===== src/rtl/csr_file.sv =====
// Machine-mode CSR file: CSRRW/S/C(+I) access, trap entry, MRET, and the
// optional cycle/instret counters built when CSR_COUNTERS_EN is defined.
module csr_file #(
  parameter int unsigned CNT_WIDTH   = 64,
  parameter logic [31:0] MTVEC_RESET = 32'h0000_0000
) (
  input  logic        clk,
  input  logic        rst_n,
  input  logic        csr_valid,
  input  logic [11:0] csr_addr,
  input  logic [2:0]  csr_funct3,
  input  logic [31:0] csr_rs1,
  input  logic [4:0]  csr_src_idx,
  output logic [31:0] csr_rdata,
  output logic        csr_illegal,
  input  logic        instret,
  input  logic        trap_valid,
  input  logic [31:0] trap_cause,
  input  logic [31:0] trap_pc,
  input  logic [31:0] trap_tval,
  input  logic        mret,
  output logic [31:0] mtvec_out,
  output logic [31:0] mepc_out,
  output logic        mie_global
);

  logic        mst_mie, mst_mpie;
  logic [31:0] mie_q, mscratch_q, mcause_q, mtval_q;
  logic [29:0] mtvec_q, mepc_q;

  logic        known;
  logic [31:0] old_val, operand, new_val;
  logic        wr_req, wr_ok;
  logic        unused_in;

`ifdef CSR_COUNTERS_EN
  logic [CNT_WIDTH-1:0] mcycle_q, minstret_q;
  logic [31:0]          mcycle_hi, minstret_hi;

  always_comb begin
    mcycle_hi                  = '0;
    minstret_hi                = '0;
    mcycle_hi[CNT_WIDTH-33:0]   = mcycle_q[CNT_WIDTH-1:32];
    minstret_hi[CNT_WIDTH-33:0] = minstret_q[CNT_WIDTH-1:32];
  end

  assign unused_in = ^trap_pc[1:0];
`else
  logic [CNT_WIDTH-1:0] unused_cnt;
  assign unused_cnt = '0;
  assign unused_in  = ^{trap_pc[1:0], instret};
`endif

  always_comb begin
    known   = 1'b1;
    old_val = '0;
    case (csr_addr)
      12'h300: old_val = {19'b0, 2'b11, 3'b0, mst_mpie, 3'b0, mst_mie, 3'b0};
      12'h304: old_val = mie_q;
      12'h305: old_val = {mtvec_q, 2'b00};
      12'h340: old_val = mscratch_q;
      12'h341: old_val = {mepc_q, 2'b00};
      12'h342: old_val = mcause_q;
      12'h343: old_val = mtval_q;
`ifdef CSR_COUNTERS_EN
      12'hB00, 12'hC00: old_val = mcycle_q[31:0];
      12'hB80, 12'hC80: old_val = mcycle_hi;
      12'hB02, 12'hC02: old_val = minstret_q[31:0];
      12'hB82, 12'hC82: old_val = minstret_hi;
`endif
      default: known = 1'b0;
    endcase
  end

  always_comb begin
    operand = csr_funct3[2] ? {27'b0, csr_src_idx} : csr_rs1;
    case (csr_funct3[1:0])
      2'b01:   new_val = operand;
      2'b10:   new_val = old_val | operand;
      2'b11:   new_val = old_val & ~operand;
      default: new_val = old_val;
    endcase
  end

  // Set/clear forms with a zero source are pure reads, so they may target read-only CSRs.
  assign wr_req      = csr_valid & ((csr_funct3[1:0] == 2'b01) | (csr_src_idx != 5'd0));
  assign csr_illegal = csr_valid & (~known | (csr_funct3[1:0] == 2'b00) |
                                    ((csr_addr[11:10] == 2'b11) & wr_req));
  assign wr_ok       = wr_req & ~csr_illegal & ~trap_valid;
  assign csr_rdata   = (csr_valid & known) ? old_val : '0;

  always_ff @(posedge clk) begin
    if (!rst_n) begin
      mst_mie    <= 1'b0;
      mst_mpie   <= 1'b0;
      mie_q      <= '0;
      mtvec_q    <= MTVEC_RESET[31:2];
      mscratch_q <= '0;
      mepc_q     <= '0;
      mcause_q   <= '0;
      mtval_q    <= '0;
    end else if (trap_valid) begin
      mepc_q   <= trap_pc[31:2];
      mcause_q <= trap_cause;
      mtval_q  <= trap_tval;
      mst_mpie <= mst_mie;
      mst_mie  <= 1'b0;
    end else begin
      if (mret) begin
        mst_mie  <= mst_mpie;
        mst_mpie <= 1'b1;
      end else if (wr_ok && csr_addr == 12'h300) begin
        mst_mie  <= new_val[3];
        mst_mpie <= new_val[7];
      end
      if (wr_ok) begin
        case (csr_addr)
          12'h304: mie_q      <= new_val;
          12'h305: mtvec_q    <= new_val[31:2];
          12'h340: mscratch_q <= new_val;
          12'h341: mepc_q     <= new_val[31:2];
          12'h342: mcause_q   <= new_val;
          12'h343: mtval_q    <= new_val;
          default: ;
        endcase
      end
    end
  end

`ifdef CSR_COUNTERS_EN
  // A write replaces the whole counter from the pre-increment value: no carry, increment lost.
  always_ff @(posedge clk) begin
    if (!rst_n) begin
      mcycle_q   <= '0;
      minstret_q <= '0;
    end else begin
      mcycle_q <= mcycle_q + CNT_WIDTH'(1);
      if (instret) minstret_q <= minstret_q + CNT_WIDTH'(1);
      if (wr_ok) begin
        case (csr_addr)
          12'hB00: mcycle_q   <= {mcycle_q[CNT_WIDTH-1:32], new_val};
          12'hB80: mcycle_q   <= {new_val[CNT_WIDTH-33:0], mcycle_q[31:0]};
          12'hB02: minstret_q <= {minstret_q[CNT_WIDTH-1:32], new_val};
          12'hB82: minstret_q <= {new_val[CNT_WIDTH-33:0], minstret_q[31:0]};
          default: ;
        endcase
      end
    end
  end
`endif

  assign mtvec_out  = {mtvec_q, 2'b00};
  assign mepc_out   = {mepc_q, 2'b00};
  assign mie_global = mst_mie;

endmodule


===== config.mk =====
export PLATFORM = sky130hd
export DESIGN_NAME = csr_file
export DESIGN_NICKNAME = d
export VERILOG_FILES = /design/src/rtl/csr_file.sv
export SDC_FILE = /design/constraint.sdc
export NUM_CORES = 1
export LEC_CHECK = 0
export ABC_AREA = 0
export BUFFER_PORTS_ARGS = -buffer_cell sky130_fd_sc_hd__buf_4
export CORE_ASPECT_RATIO = 0.7
export CORE_MARGIN = 3
export CORE_UTILIZATION = 54
export CTS_BUF_LIST = sky130_fd_sc_hd__clkbuf_4 sky130_fd_sc_hd__clkbuf_8 sky130_fd_sc_hd__clkbuf_16
export DETAILED_ROUTE_END_ITERATION = 10
export GPL_TIMING_DRIVEN = 0
export PLACE_DENSITY = 0.8
export SLEW_MARGIN = 20
export SYNTH_ARGS = -nofsm -noshare
export SYNTH_HDL_FRONTEND = slang
export SYNTH_SLANG_ARGS = --single-unit

===== constraint.sdc =====
create_clock -name clk -period 2.75 [get_ports clk]
set_input_delay 0.55 -clock clk [delete_from_list [all_inputs] [get_ports clk]]
set_output_delay 0.55 -clock clk [all_outputs]
set_load 0.02 [all_outputs]

==> qor.txt, run 1 <==
Unique masters post-synth: 72
Routability cong.: 1.01
Die area: 20300 µm²
Post-route clock period utilization: 1.11
# diodes: 0
Sequential-to-total area share from yosys stat: 0.378
Setup ws final: -315 ps
CTS Root Cell: clkbuf_16
Worst hold margin: 316 ps
Cell taking the most area after synthesis: dfxtp_1
Final #Nets: 1645
WL/cell: 28.6 µm
Peak VDD IR: 429 µV
Max_slew headroom: 0.283
Hold Vio Cnt, Final: 0
Max Cap Viol: 0
Crit-path slowest cell: or4_4
Skew final: 15.1 ps
I/O pins: 252
Via count: 12300
Comb pwr share: 0.161
Internal: 4.49 mW
Vias in the first global route: 10800
Failing checks: DRC, setup timing
Max Freq: 326 MHz
CP peak stage delay: 570 ps
Setup violators final: 43
RSZ-0062 raised after global routing: yes
Final Max Tran Viols: 0
Largest net degree at the start of global routing: 21
Initial core utilization: 0.554
Pre-CTS WS: -735 ps
Syn. warnings: 0
CP Cell Sequence: buf_8 -> or4_4 -> buf_12 -> buf_12 -> nor2_4 -> buf_6 -> a22o_1 -> a32oi_2 -> nor2_1 -> buf_4
Post-synthesis average cell area: 8.63 µm²
Initial antenna violation count: 1
GRT Total Usage: 0.445
Seq pwr share: 0.446
First-pass GRT wire length: 67600 µm
Later-pin clock latency in the skew report: 460 ps
Synth Cell Area: 10100 µm²
Drt first pass iters: 11
Number of synthesized flops with an enable pin: 0
Arrival time worst endpoint: 2510 ps
WS Path Type: input port to output port
R2R depth: 6
DRC Markers: 5
Clock sink count: 190
CTS max path bufs: 2
Endpoint class of the critical path: output port
Synth area leaders: dfxtp_1 (38%), o21ai_0 (7.7%), a22oi_1 (7.1%)
Clk pwr share: 0.393
Total core area: 18200 µm²
Status: finished, violations left
Critical Path RT: 2200 ps
P&R area growth vs syn: 40.5%
CTS buffer count: 17
Die height: 120 µm
Dpl cells: 1646
DRT Wirelength: 49800 µm
Fin crit period: 3060 ps
Net Sw Frac: 0.310
Class of the worst hold path: input port to flop
Ys flop type: dfxtp_1
Most frequent cells in the layout: buf_4 (289), dfxtp_1 (190), o21ai_0 (147), a21oi_1 (93), a22oi_1 (88)
CP Max Fanout: 6
Global route overflow: 0
Share of layout cells above drive strength 1: 0.365
CTS tree: done
Post-synthesis sequential element count: 190
Worst setup SP type: input port
Die X: 169 µm
Worst Hold Path Cells: 3
Cell repeated most along the worst path: buf_12
Pleak: 5.41 nW
Final ANT Viol Nets: 0
Starting DRC count in detailed routing: 2227
Port-buffer cells: 241
Synth top area share: 0.378
Ys async rst share: 0
Vias/cell: 7.07
PwrDens: 460 nW/µm²
Clock slew at reported path FFs: 80 ps
Worst-Margin Slew: 1070 ps
Htree depth: 4
Cells after synthesis: 1166
Post-layout util: 0.779
DP HPWL: 35400 µm
Sw Pwr: 2.02 mW
Post-Layout Cell Count: 1740
Rows: 41
Most common cell after layout, fill and taps aside: buf_4
worst max-delay path: cells and delay by family:
kind            cells  cell delay [ps]
buf+inv             5              730
compound gates      2              230
simple gates        3              990
synth_stat cells, types with 4 or more instances:
library cell / number
nand4_1: 10
a22oi_1: 95
a32oi_1: 6
a21oi_1: 102
xnor2_1: 11
nand2b_1: 10
o221ai_1: 5
nor3_1: 16
nor4_2: 4
a21o_1: 5
o21ai_0: 154
a222oi_1: 13
mux2_2: 11
buf_1: 9
o21ai_1: 22
nor3_2: 11
mux4_2: 8
mux2i_1: 36
inv_1: 7
and3_1: 7
or4bb_1: 13
o2bb2ai_1: 18
dfxtp_1: 190
clkbuf_1: 52
o22ai_1: 11
buf_4: 10
nand3_1: 42
buf_2: 40
buf_6: 6
nand2_1: 71
a211oi_2: 11
nor2_1: 41
nand3b_1: 4
nand4b_1: 13
a31oi_1: 8
nor2b_1: 29
a22o_1: 7
layout make-up:
class,count,area (µm²)
timing repair buffer,305,2410
sequential,190,3800
multi-input combinational,854,6280
buffer,115,728
inverter,8,30.0
fill,1238,4020
tap,236,295
clock inverter,14,168
clock buffer,18,433
power by group through the flow:
stage,clock network (mW),registers (mW),logic (mW)
2_1_floorplan,0,2.96,0.438
3_3_place_gp,0,2.95,0.894
3_5_place_dp,0,2.95,0.905
4_1_cts,2.51,2.89,0.952
5_1_grt,2.61,2.90,1.07
6_report,2.56,2.90,1.05
through the flow:
step	setup TNS (ps)	area, µm²	power, mW
finish	-5420	14100	6.50
global route	-5670	14100	6.59
CTS	-4590	13500	6.35
global placement	-91870	12200	3.85
detailed placement	-95460	12200	3.86
floorplan	-26.5	10100	3.40
sequential cells by signal, indices dropped and copies added, names as in the netlist:
| name | count |
|---|---|
| mtval_q | 32 |
| mtvec_q | 30 |
| mepc_q | 30 |
| mie_global | 1 |
| mst_mpie | 1 |
| mie_q | 32 |
| mcause_q | 32 |
| mscratch_q | 32 |
cells by family (layout without fill, tap and decap cells):
logic type                count (synthesis)  count (layout)  share of synthesized area
DFF                                     190             190                      0.378
and+or+nand+nor                         306             306                      0.183
AOI/OAI and AO/OA                       475             475                      0.301
xor gates and xnor gates                 14              14                     0.0122
buffers and inverters                   125             460                     0.0598
muxes                                    55              55                     0.0660
other                                     1               4                   0.000373
per-layer routing:
| layer | vias up | GRT usage | part of all wire |
|---|---|---|---|
| li1 | 5055 | - | - |
| met1 | 5840 | 0.613 | 0.37 |
| met2 | 1223 | 0.627 | 0.41 |
| met3 | 178 | 0.208 | 0.18 |
| met4 | 0 | 0.117 | 0.033 |
| met5 | - | 0 | 0 |
path summary, 6_finish.rpt:
kind / to / slack [ps] / startpoint
hold / removal: mcause_q[17] / 320 / trap_cause[17]
setup / recovery: csr_rdata[0] / -310 / csr_addr[3]
hold reg to reg: mie_q[22] / 460 / mie_q[22]
setup reg to reg: mie_global / 120 / mepc_q[1]
what timing repair did:
action	in CTS	in global routing
gates resized for setup	94	121
pin swaps	36	40
setup endpoints to repair	135	155
setup buffers	44	27
gates cloned	2	0
hold buffers	0	0
No activity file was read; power rests on OpenSTA's default activity.
==> run 2, diff against run 1 <==
Settings changed: ABC_AREA 0 to 1, CORE_UTILIZATION 54 to 56, PLACE_DENSITY 0.8 to 0.81.
==> run 2 against run 1 <==
Critical path depth up 2. Hold slack better by 58 ps. Final cell count up 50%. Area after synthesis up 19%. The run ends with setup timing left. Non-clock buffer count down 38. Combinational power down 9%. Total power down 1.8%. Worst setup slack better by 290 ps.
==> qor.txt, run 2 <==
Cts hold-fix bufs: 0
Vias/cell: 5.94
DRT Wirelength: 55400 µm
Multi-input gate area in the final layout: 7030 µm²
Fin area: 15300 µm²
CTS buffer count: 17
Sum of buffers and inverters on the critical path: 5
CTS tree: done
Arrival time worst endpoint: 2220 ps
PwrDens: 418 nW/µm²
Endpoint class of the critical path: output port
Rows: 44
Worst setup SP type: input port
Die X: 181 µm
CP peak stage delay: 410 ps
Synth top area share: 0.319
Failing checks: setup timing
Delay-heaviest family, CP: buffers and inverters
Vias in the first global route: 13300
Crit-path slowest cell: a2111oi_4
Hold Vio Cnt, Final: 0
Ys flop type: dfxtp_1
Drt first pass iters: 9
Synth Cell Area: 11900 µm²
Final #Nets: 2466
Initial antenna violation count: 1
Fin crit period: 2770 ps
DP HPWL: 42900 µm
Setup ws final: -21.4 ps
Cells after synthesis: 2031
Post-Layout Cell Count: 2602
Starting DRC count in detailed routing: 2855
CP Max Fanout: 10
Dpl cells: 2553
Post-synthesis average cell area: 5.88 µm²
Setup violators final: 7
GRT Total Usage: 0.453
Total core area: 20800 µm²
RSZ-0062 raised after global routing: yes
Share of layout cells above drive strength 1: 0.201
Layout fillers: 1727
Sequential-to-total area share from yosys stat: 0.319
Max Cap Viol: 0
Cell taking the most area after synthesis: dfxtp_1
Htree depth: 4
Post-synthesis sequential element count: 190
Worst-Margin Slew: 754 ps
Die height: 128 µm
WS Path Type: input port to output port
Peak VDD IR: 450 µV
FF+latch area: 3800 µm²
Post-route clock period utilization: 1.01
Die area: 23100 µm²
CP Cell Sequence: buf_4 -> nand2_4 -> inv_2 -> nand2_4 -> nor2_4 -> buf_6 -> buf_4 -> nand3_2 -> o21ai_2 -> a2111oi_4 -> nor2_1 -> buf_4
P&R area growth vs syn: 28.0%
Cell repeated most along the worst path: buf_4
Critical Path RT: 2200 ps
Count leader, synth: nand2_1
Global route overflow: 0
Final Max Tran Viols: 0
DRC Markers: 0
Syn. warnings: 0
Status: finished, violations left
Most common cell after layout, fill and taps aside: nand2_1
Unique masters post-synth: 39
Largest net degree at the start of global routing: 19
Initial core utilization: 0.574
Post-layout util: 0.734
CTS Root Cell: clkbuf_16
Routability cong.: 1.07
Number of synthesized flops with an enable pin: 0
CTS max path bufs: 2
I/O pins: 252
Max_slew headroom: 0.497
Most frequent cells in the layout: nand2_1 (505), nor2_1 (405), buf_4 (277), inv_1 (211), nand3_1 (200)
Most instantiated cells after synthesis: nand2_1 (511), nor2_1 (417), inv_1 (212)
Later-pin clock latency in the skew report: 460 ps
Clock slew at reported path FFs: 80 ps
Pleak: 8.03 nW
WL/cell: 21.3 µm
Class of the worst hold path: input port to flop
Max Freq: 361 MHz
Clock sink count: 190
Final ANT Viol Nets: 0
Via count: 15400
Ys async rst share: 0
First-pass GRT wire length: 79400 µm
Port-buffer cells: 243
Cell Area, Placed: 14100 µm²
Synth area leaders: dfxtp_1 (32%), nand2_1 (16%), nor2_1 (13%)
Skew final: 14.1 ps
run 2: logic make-up (layout without fill, tap and decap cells):
group                  count (synthesis)  count (layout)  synth area share
AOI/OAI and AO/OA                    289             289             0.132
buffers and inverters                352             643             0.123
and+or+nand+nor                     1188            1188             0.418
DFF                                  190             190             0.319
other                                  1               5          0.000314
muxes                                 11              11           0.00922
run 2: metal layers:
metal / global-route usage / vias to the layer above / wire [µm]
met5: 0 / - / 13
met4: 0.119 / 2 / 1610
met3: 0.237 / 191 / 11500
met2: 0.607 / 1467 / 20800
met1: 0.633 / 6843 / 21600
li1: - / 6946 / -
run 2: tightest hold or removal path, stage by stage:
cell and delay (ps):
buf_4 80, mux2i_1 60, a21oi_1 110
run 2: per-stage QoR:
stage / hold slack [ps] / setup TNS, ps / power, mW / setup slack (ps)
floorplan: 444 / 0 / 3.44 / 106
global placement: 469 / -17620 / 3.86 / -683
detailed placement: 473 / -19570 / 3.88 / -678
CTS: 374 / 0 / 6.27 / 13.2
global route: 393 / -730 / 6.50 / -60.2
finish: 374 / -85.4 / 6.39 / -21.4
run 2: area by class of cell:
type | instances | area share
Antenna cell | 1 | 0.000164
Buffer | 123 | 0.0470
Clock buffer | 18 | 0.0283
Clock inverter | 14 | 0.00843
Inverter | 229 | 0.0567
Multi-Input combinational cell | 1492 | 0.460
Sequential cell | 190 | 0.249
Tap cell | 276 | 0.0226
Timing Repair Buffer | 259 | 0.128
run 2: where the power goes:
part           switching [mW]  internal (mW)
sequential              0.102           2.84
combinational           0.595          0.359
clock                    1.29           1.20
run 2: repair_timing:
item	in CTS	in global routing
setup buffers	11	5
hold endpoints to repair	0	0
setup endpoints to repair	33	31
resized for setup	63	64
pin swaps	8	9
run 2: final timing paths:
path,from,to,slack [ps],depth (start not counted)
setup / recovery,csr_addr[9],csr_rdata[9],-20,12
hold / removal,trap_cause[20],mcause_q[20],370,3
setup reg to reg,mepc_q[6],mepc_q[6],830,10
hold reg to reg,mtval_q[0],mtval_q[0],500,2
